<file path="src/rtl/otter_dmem_load_responder.sv">
// Load-port responder for the OTTER data SRAM: one outstanding load, programmable pre-access wait,
// lane extraction and sign/zero extension. Optional misalignment trap: OTTER_DMEM_MISALIGN_CHK_EN.
module otter_dmem_load_responder #(
    parameter int SRAM_AW = 14,
    parameter int LATENCY = 1
) (
    input  logic               CLK,
    input  logic               RST_N,
    input  logic [31:0]        MEM_ADDR2,
    input  logic               MEM_READ,
    input  logic [1:0]         MEM_SIZE,
    input  logic               MEM_SIGN,
    output logic               sram_en,
    output logic [SRAM_AW-1:0] sram_addr,
    input  logic [31:0]        sram_rdata,
    output logic               mem_resp,
    output logic               mem_resp_valid,
    output logic [31:0]        mem_data_in,
    output logic               busy
);

    typedef enum logic [2:0] {
        ST_IDLE  = 3'd0,
        ST_WAIT  = 3'd1,
        ST_ISSUE = 3'd2,
        ST_DATA  = 3'd3,
        ST_RESP  = 3'd4,
        ST_HOLD  = 3'd5
    } state_t;

    localparam logic [3:0] LAT_M1 = (LATENCY > 0) ? 4'(LATENCY - 1) : 4'd0;

    state_t              state_r, state_s;
    logic [3:0]          cnt_r, cnt_s;
    logic [31:0]         addr_r;
    logic [1:0]          size_r;
    logic                sign_r;
    logic                capture_s;
    logic                fault_s;
    logic                misalign_s;
    logic [SRAM_AW-1:0]  issue_addr_s;

    logic                sram_en_r;
    logic [SRAM_AW-1:0]  sram_addr_r;
    logic                mem_resp_r;
    logic                mem_resp_valid_r;
    logic [31:0]         mem_data_in_r;
    logic                busy_r;

    // Byte/half lane select plus extension; sizes 2 and 3 both return the whole word.
    function automatic logic [31:0] fmt_load(input logic [31:0] word, input logic [1:0] off,
                                             input logic [1:0] size, input logic zext);
        logic [7:0]  b;
        logic [15:0] h;
        logic [31:0] res;
        case (off)
            2'd0:    b = word[7:0];
            2'd1:    b = word[15:8];
            2'd2:    b = word[23:16];
            2'd3:    b = word[31:24];
            default: b = word[7:0];
        endcase
        h = off[1] ? word[31:16] : word[15:0];
        case (size)
            2'd0:    res = zext ? {24'h000000, b} : {{24{b[7]}}, b};
            2'd1:    res = zext ? {16'h0000, h} : {{16{h[15]}}, h};
            default: res = word;
        endcase
        return res;
    endfunction

`ifdef OTTER_DMEM_MISALIGN_CHK_EN
    function automatic logic is_misaligned(input logic [1:0] size, input logic [1:0] off);
        logic bad;
        case (size)
            2'd0:    bad = 1'b0;
            2'd1:    bad = off[0];
            2'd2:    bad = (off != 2'd0);
            default: bad = 1'b1;
        endcase
        return bad;
    endfunction
`endif

    // Misalignment qualifier for the request currently presented in IDLE.
    always_comb begin
`ifdef OTTER_DMEM_MISALIGN_CHK_EN
        misalign_s = is_misaligned(MEM_SIZE, MEM_ADDR2[1:0]);
`else
        misalign_s = 1'b0;
`endif
    end

    // Next-state and counter logic.
    always_comb begin
        state_s   = state_r;
        cnt_s     = cnt_r;
        capture_s = 1'b0;
        fault_s   = 1'b0;
        case (state_r)
            ST_IDLE: begin
                if (MEM_READ) begin
                    capture_s = 1'b1;
                    if (misalign_s) begin
                        fault_s = 1'b1;
                        state_s = ST_RESP;
                    end else if (LATENCY > 0) begin
                        state_s = ST_WAIT;
                        cnt_s   = LAT_M1;
                    end else begin
                        state_s = ST_ISSUE;
                    end
                end else begin
                    state_s = ST_IDLE;
                end
            end
            ST_WAIT: begin
                if (cnt_r == 4'd0) begin
                    state_s = ST_ISSUE;
                end else begin
                    cnt_s = cnt_r - 4'd1;
                end
            end
            ST_ISSUE: state_s = ST_DATA;
            ST_DATA:  state_s = ST_RESP;
            ST_RESP:  state_s = ST_HOLD;
            ST_HOLD: begin
                // Leave only once the requester has dropped or replaced the served request.
                if (!MEM_READ || ({MEM_ADDR2, MEM_SIZE, MEM_SIGN} != {addr_r, size_r, sign_r})) begin
                    state_s = ST_IDLE;
                end else begin
                    state_s = ST_HOLD;
                end
            end
            default: state_s = ST_IDLE;
        endcase
    end

    // With zero latency the capture and the issue happen on the same edge.
    always_comb begin
        if (capture_s) begin
            issue_addr_s = MEM_ADDR2[SRAM_AW+1:2];
        end else begin
            issue_addr_s = addr_r[SRAM_AW+1:2];
        end
    end

    // State, counter and captured request.
    always_ff @(posedge CLK or negedge RST_N) begin
        if (!RST_N) begin
            state_r <= ST_IDLE;
            cnt_r   <= 4'd0;
            addr_r  <= 32'h0000_0000;
            size_r  <= 2'd0;
            sign_r  <= 1'b0;
        end else begin
            state_r <= state_s;
            cnt_r   <= cnt_s;
            if (capture_s) begin
                addr_r <= MEM_ADDR2;
                size_r <= MEM_SIZE;
                sign_r <= MEM_SIGN;
            end
        end
    end

    // Registered outputs, decoded from the state being entered.
    always_ff @(posedge CLK or negedge RST_N) begin
        if (!RST_N) begin
            sram_en_r        <= 1'b0;
            sram_addr_r      <= '0;
            mem_resp_r       <= 1'b0;
            mem_resp_valid_r <= 1'b0;
            mem_data_in_r    <= 32'h0000_0000;
            busy_r           <= 1'b0;
        end else begin
            sram_en_r        <= (state_s == ST_ISSUE);
            mem_resp_r       <= (state_s == ST_RESP);
            mem_resp_valid_r <= (state_s == ST_RESP) && !fault_s;
            busy_r           <= (state_s != ST_IDLE);
            if (state_s == ST_ISSUE) begin
                sram_addr_r <= issue_addr_s;
            end
            if (state_r == ST_DATA) begin
                mem_data_in_r <= fmt_load(sram_rdata, addr_r[1:0], size_r, sign_r);
            end else if (fault_s) begin
                mem_data_in_r <= 32'h0000_0000;
            end
        end
    end

    assign sram_en        = sram_en_r;
    assign sram_addr      = sram_addr_r;
    assign mem_resp       = mem_resp_r;
    assign mem_resp_valid = mem_resp_valid_r;
    assign mem_data_in    = mem_data_in_r;
    assign busy           = busy_r;

endmodule
</file>
<file path="config.mk">
export PLATFORM = sky130hd
export DESIGN_NAME = otter_dmem_load_responder
export DESIGN_NICKNAME = d
export VERILOG_FILES = /design/src/rtl/otter_dmem_load_responder.sv
export SDC_FILE = /design/constraint.sdc
export NUM_CORES = 1
export LEC_CHECK = 0
export CAP_MARGIN = 20
export CELL_PAD_IN_SITES_DETAIL_PLACEMENT = 1
export CELL_PAD_IN_SITES_GLOBAL_PLACEMENT = 1
export CORE_MARGIN = 4
export CORE_UTILIZATION = 41
export DETAILED_ROUTE_END_ITERATION = 8
export PLACE_DENSITY_LB_ADDON = 0.1
export SETUP_SLACK_MARGIN = 0.5
export SKIP_LAST_GASP = 1
export SLEW_MARGIN = 20
export SYNTH_ARGS = -nofsm -noshare
export SYNTH_HDL_FRONTEND = slang
export SYNTH_SLANG_ARGS = --single-unit
</file>
<file path="constraint.sdc">
create_clock -name CLK -period 3.13 [get_ports CLK]
set_input_delay 0.939 -clock CLK [delete_from_list [all_inputs] [get_ports CLK]]
set_output_delay 0.939 -clock CLK [all_outputs]
set_load 0.02 [all_outputs]
</file>
# ---- After elaboration in Yosys (flattened, before gate mapping)
# Index checks and enable logic that the tools add are counted.
dict set report totals {
  mem_bits_rw 0
  latch_bits 0
  in_bits 70
  memories 0
  output_inout_bits 50
  wordCells 50
  rom_bits 0
  ff_bits 91
}
dict set report classes {
  multipliers 0
  n_mux 16
  n_lt_le_gt_ge 0
  bitwise_logic 0
  shifts 0
  n_div 0
  n_reduce_logical 9
  addsub 1
  n_eq_ne 14
}
# operator n
set op_table {}
lappend op_table {{two-way mux 32 bit} 3}
lappend op_table {{case mux 32 bit (2 select lines)} 1}
lappend op_table {{inequality test 35 bit} 1}
lappend op_table {{case mux 8 bit (4 select lines)} 1}
lappend op_table {{case mux 3 bit (6 select lines)} 1}
lappend op_table {{two-way mux 16 bit} 1}
lappend op_table {{two-way mux 14 bit} 1}
lappend op_table {{== test 3 x 2 -> 1 bit, second input constant} 3}
lappend op_table {{== test 3 bit, second input constant} 3}
lappend op_table {{two-way mux 4 bit} 2}
lappend op_table {{case mux 4 bit (2 select lines)} 1}
lappend op_table {{two-way mux 3 bit} 2}
lappend op_table {{== test 2 x 1 -> 1 bit, second input constant} 2}
lappend op_table {{== test 2 bit, second input constant} 2}
lappend op_table {{logical NOT 2 bit} 2}
lappend op_table {{logical NOT 4 bit} 1}
lappend op_table {{inequality test 2 bit, second input constant} 2}
lappend op_table {{subtractor 4 x 1 -> 4 bit, second input constant} 1}
lappend op_table {{== test 3 x 1 -> 1 bit, second input constant} 1}
lappend op_table {{logical NOT 3 bit} 1}
lappend op_table {{two-way mux 1 bit} 3}
lappend op_table {{AND reduction 3 bit} 1}
lappend op_table {{nonzero test 3 bit} 1}
lappend op_table {{nonzero test 2 bit} 1}
lappend op_table {{2 further kinds} 2}

# ---- Logic depth before layout (Yosys ltp)
dict set report depth {
  ltp_word 5
  ltp_mapped 8
  mapped_depth_nobuf 6
}

# ---- Worst setup path after synthesis
# Ideal clock, no wire load.
dict set report synth_path {
  path_type {in2reg}
  startpoint {input MEM_READ}
  endpoint {register sram_addr_r[0] (netlist: sram_addr[0])}
  setup_ps 125
  t_required_ps 3005
  slack_ps 1051
  stages 4
  path_buffers 1
  t_arrival_ps 1954
  path_cell_list {nor4b_4 buf_6 mux2_4 mux2_2}
}
dict set report synth_via {
  elab_cells_between_ends 9
  cone_classes {1 x eq/ne; 6 x mux; 2 x reduce/logical}
}
# element line
set synth_lines {}
lappend synth_lines {{start: declaration} 10} ;# input logic MEM_READ,
lappend synth_lines {{two-way mux 1 bit} 102} ;# if (MEM_READ) begin
lappend synth_lines {{two-way mux 1 bit} 100} ;# case (state_r)
lappend synth_lines {{two-way mux 14 bit} 141} ;# if (capture_s) begin
lappend synth_lines {{named net issue_addr_s[0]} 41} ;# logic [SRAM_AW-1:0] issue_addr_s;
lappend synth_lines {{end signal: assignment} 182} ;# sram_addr_r <= issue_addr_s;
lappend synth_lines {{end: declaration} 44} ;# logic [SRAM_AW-1:0] sram_addr_r;
# The timed path passes the listed nets, and every way through them passes these cells.
# A chain may end at the register's enable or synchronous reset.

# ---- Worst setup path after layout
dict set report layout_path {
  startpoint {input MEM_READ}
  endpoint {register sram_addr_r[13] (netlist: sram_addr[13])}
}
# Same word-level chain as after synthesis.

==> results.txt <==
STA classifies the critical path endpoint as a flip-flop. The global routing usage summed across all routing layers is 19.65%. The layout net count came out at 599. TritonCTS built the clock tree. The layout filler cell count is about 1.2k. The number of primary I/O pins came out at 120. Setup violations remaining at the end of the flow were counted as 0. Compared with the post-synthesis result, the final layout area differs by 31.46%. The arrival time at the worst endpoint came out at 2660 ps. The floorplan die width came out at 113.6 um. The worst supply voltage drop on vdd is 0.0004695 V.

The number of DRC markers in iteration 0 came out at 95. By instance count, the cell type seen most on the critical path is mux2_2. The total number of placement rows is 38. The critical path is of the input port to flip-flop type. The max-slew violation total from the final report came out at 0.

After detailed routing, the number of vias per cell comes to 5.192. The met3 wire length came out at 442 um. The global placement routability congestion is around 0.8. The core region is approximately 0.011 sq mm. The final number of hold-violating endpoints is 0. The initial standard-cell utilization of the core came out at a little over two fifths.

The layout cell share with drive strength beyond 1 came out at 16.95%. The first TritonRoute pass finished after 4 iterations. The clock skew is 7.732 ps.

STA classifies the critical path startpoint as an input port. The repair_antennas step left the layout with diodes totalling 0. After synthesis, flip-flops and latches occupy 49.84% of the total area. The finished cells cover 0.006007 sq mm. The wire length after detailed routing came out at 12.13 mm. Setup repair after global routing left no endpoint under its margin. The flow ran to the end, and the final reports show no timing, DRC or antenna violations. Summed over all cells, the static leakage comes to 2.468 nW.

For this run, the leading register cell type out of synthesis is dfrtp_1. Counting every sink on the clock net gives between 90 and 100. The wire length per cell after detailed routing is 18.08 um. The count of flip-flops with a built-in enable after synthesis is 0. The worst-margin pin slew is 706.8 ps. The detail route stage leaves a number of antenna-violating nets equal to 0. The fraction of registers with async set or reset after synthesis came out at 100.0%. Synthesis handed over a netlist of 414 instances. The clock-pin slew on the worst setup and hold paths is 80 ps. The worst path needs 2429 ps of the cycle, external delays included.

Entering global routing, the biggest net connects 54 pins. The number of setup buffers added after CTS is 0. The sum of met2 wire segment lengths after detailed routing is 5.826 mm.

The design draws around 6.3 mW. During placement, the flow inserted port buffers numbering ~120. The number of H-tree branching levels is 3. The placed standard-cell area is 0.005828 sq mm. The peak per-stage delay on the critical path came out at 520 ps. The first-pass GRT wire length is roughly 20 mm.

The critical path contains buffers and inverters numbering 2 combined. The highest-delay cell along the critical path is clkdlybuf4s50_1. After detailed routing, the number of remaining DRC violations is 0. The die outline area is about 0.013 sq mm. In the final timing run, aggregate negative setup slack is 0 ps. In this run, synthesis produced a sequential element count of between 90 and 100. The final cycle utilization of the critical path is 77.60%.

The worst hold path belongs to the class flip-flop to flip-flop. The final design utilization is 55.17%. The normalized max-slew margin is 52.88%. Traced cell by cell, the critical path runs through clkdlybuf4s50_1 > nor4b_4 > buf_12 > mux2_2 > mux2_2.

The cell area that synthesis handed to floorplanning was approximately 0.0046 sq mm. The detailed router put a total of 5.693 mm of wire on met1. The number of clock buffers inserted by TritonCTS came out at 9.

In this run the mean area of a mapped cell was 11.04 sq um. The total power per unit cell area is about 1000 mW/mm^2. The total global routing overflow came out at 0.

Clock tree synthesis selected as its root buffer the cell clkbuf_8. The die height came out at 113.6 um. The required time reported for the critical path endpoint is 3370 ps.

The number of global-route vias before repair came out at just under 4k. The clock latency of the later-clocked register in the worst-skew pair came out at 350 ps. Summing over every cut layer, the via total after detailed routing is 3,484.

The upper clock frequency limit is just over 400 MHz. The count of synthesis-stage warnings from yosys is 0. The placed wire-length estimate is about 9.0 mm.

Hold repair after CTS inserted 0 buffers. The cell family contributing the most delay on the critical path is buffers and inverters. The net count after synthesis is 486. Routed signal wires occupy layers up through met4. Along the worst path, the maximum fanout reaches 39. The number of resized instances in the post-cts repair step came out at 0.

The number of distinct library cell variants in the gate-level netlist after synthesis came out at slightly above 40. Across the run, the number of max-cap violations was 0. The initial antenna violation count came out at 0.

The maximum count of clock buffers along a single path came out at 2.
[cell usage after synthesis, types with 2 or more instances]
library cell	count	area, sq um
a21oi_1	26	130.1
a21oi_2	11	96.34
a22oi_1	7	52.55
buf_2	2	10.01
buf_4	3	22.52
buf_6	10	112.6
clkbuf_1	8	30.03
dfrtp_1	91	2277
ha_1	2	25.02
inv_1	13	48.80
mux2_2	37	416.7
mux2_4	14	210.2
mux2i_1	8	80.08
nand2_1	43	161.4
nand3_1	2	10.01
nand4_1	10	62.56
nor2_1	34	127.6
nor2b_1	4	25.02
nor2b_2	2	17.52
nor3_1	2	10.01
nor3b_1	7	52.55
nor4_1	3	18.77
o21ai_0	18	90.09
o22ai_1	7	43.79
xnor2_1	33	289.0
xor2_1	2	17.52
[layer usage]
layer  GRT usage (%)  up-vias
li1                -     1646
met1           27.06     1761
met2           31.80       67
met3           4.085       10
met4           5.048        0
met5               0        -
[state kept, by name (all words and copies together), names as in the netlist]
signal and cells:
sram_en 1, busy 1, mem_data_in 32, size_r 2, mem_resp_valid 1, cnt_r 4, addr_r 32, state_r 3
sign_r 1, sram_addr 14
[final cells by class]
class                           count  area, sq um  area share [%]
Timing Repair Buffer              125         1259           20.95
Tap cell                          140        175.2           2.916
Clock inverter                      2        10.01          0.1666
Inverter                           14        53.80          0.8956
Multi-Input combinational cell    286         2063           34.35
Sequential cell                    91         2277           37.91
Clock buffer                       13        168.9           2.812
[power breakdown]
group | switching [mW] | internal, mW | total, mW
Clock | 0.396 | 0.348 | 0.744
Combinational | 1.60 | 1.66 | 3.26
Sequential | 0.484 | 1.77 | 2.26
Total | 2.48 | 3.78 | 6.26
[stage by stage]
step / hold WS, ps / instances / setup slack (ps)
after global routing: 506.7 / 671 / 641.1
after detailed placement: 470.6 / 656 / 344.0
after global placement: 456.4 / 656 / 353.0
after floorplan: 436.6 / 414 / 1051
after CTS: 482.3 / 671 / 710.4
final: 479.1 / 671 / 701.1
[path summary, 6_finish.rpt]
check                                start              to  slack, ps  depth (start not counted)
worst max-delay path              MEM_READ   sram_addr[13]        700                          5
worst min-delay path              cnt_r[0]        cnt_r[0]        480                          1
worst max register to register  state_r[2]  mem_data_in[7]        860                          4
worst min register to register    cnt_r[0]        cnt_r[0]        480                          1
max in group asynchronous            RST_N      addr_r[23]       1890                          2
min in group asynchronous            RST_N      addr_r[25]        560                          1
[kinds of logic (layout without fill, tap and decap cells)]
kind of cell / count (synthesis) / after routing / share of synthesized area, %
XOR/XNOR: 35 / 35 / 6.709
multiplexers: 59 / 59 / 15.47
buffers and inverters: 37 / 154 / 5.011
AO/OA/AOI/OAI: 76 / 76 / 10.38
adder cells (fa/ha/maj): 2 / 2 / 0.5476
AND/OR/NAND/NOR: 114 / 114 / 12.05
flip-flops: 91 / 91 / 49.84
[layout by cell type (no fill, tap or decap), types with 3 or more instances in the layout]
| cell type | n |
|---|---|
| clkinv_2 | 3 |
| dfrtp_1 | 91 |
| mux2_4 | 14 |
| nor3b_1 | 7 |
| xnor2_1 | 33 |
| mux2_2 | 37 |
| clkdlybuf4s50_1 | 118 |
| nor2b_1 | 4 |
| nand4_1 | 10 |
| inv_1 | 13 |
| nor4_1 | 3 |
| buf_4 | 5 |
| mux2i_1 | 8 |
| a22oi_1 | 7 |
| o22ai_1 | 7 |
| nor2_1 | 34 |
| a21oi_1 | 26 |
| clkbuf_8 | 12 |
| a21oi_2 | 11 |
| o21ai_0 | 18 |
| nand2_1 | 43 |
(Power assumes the default switching activity.)
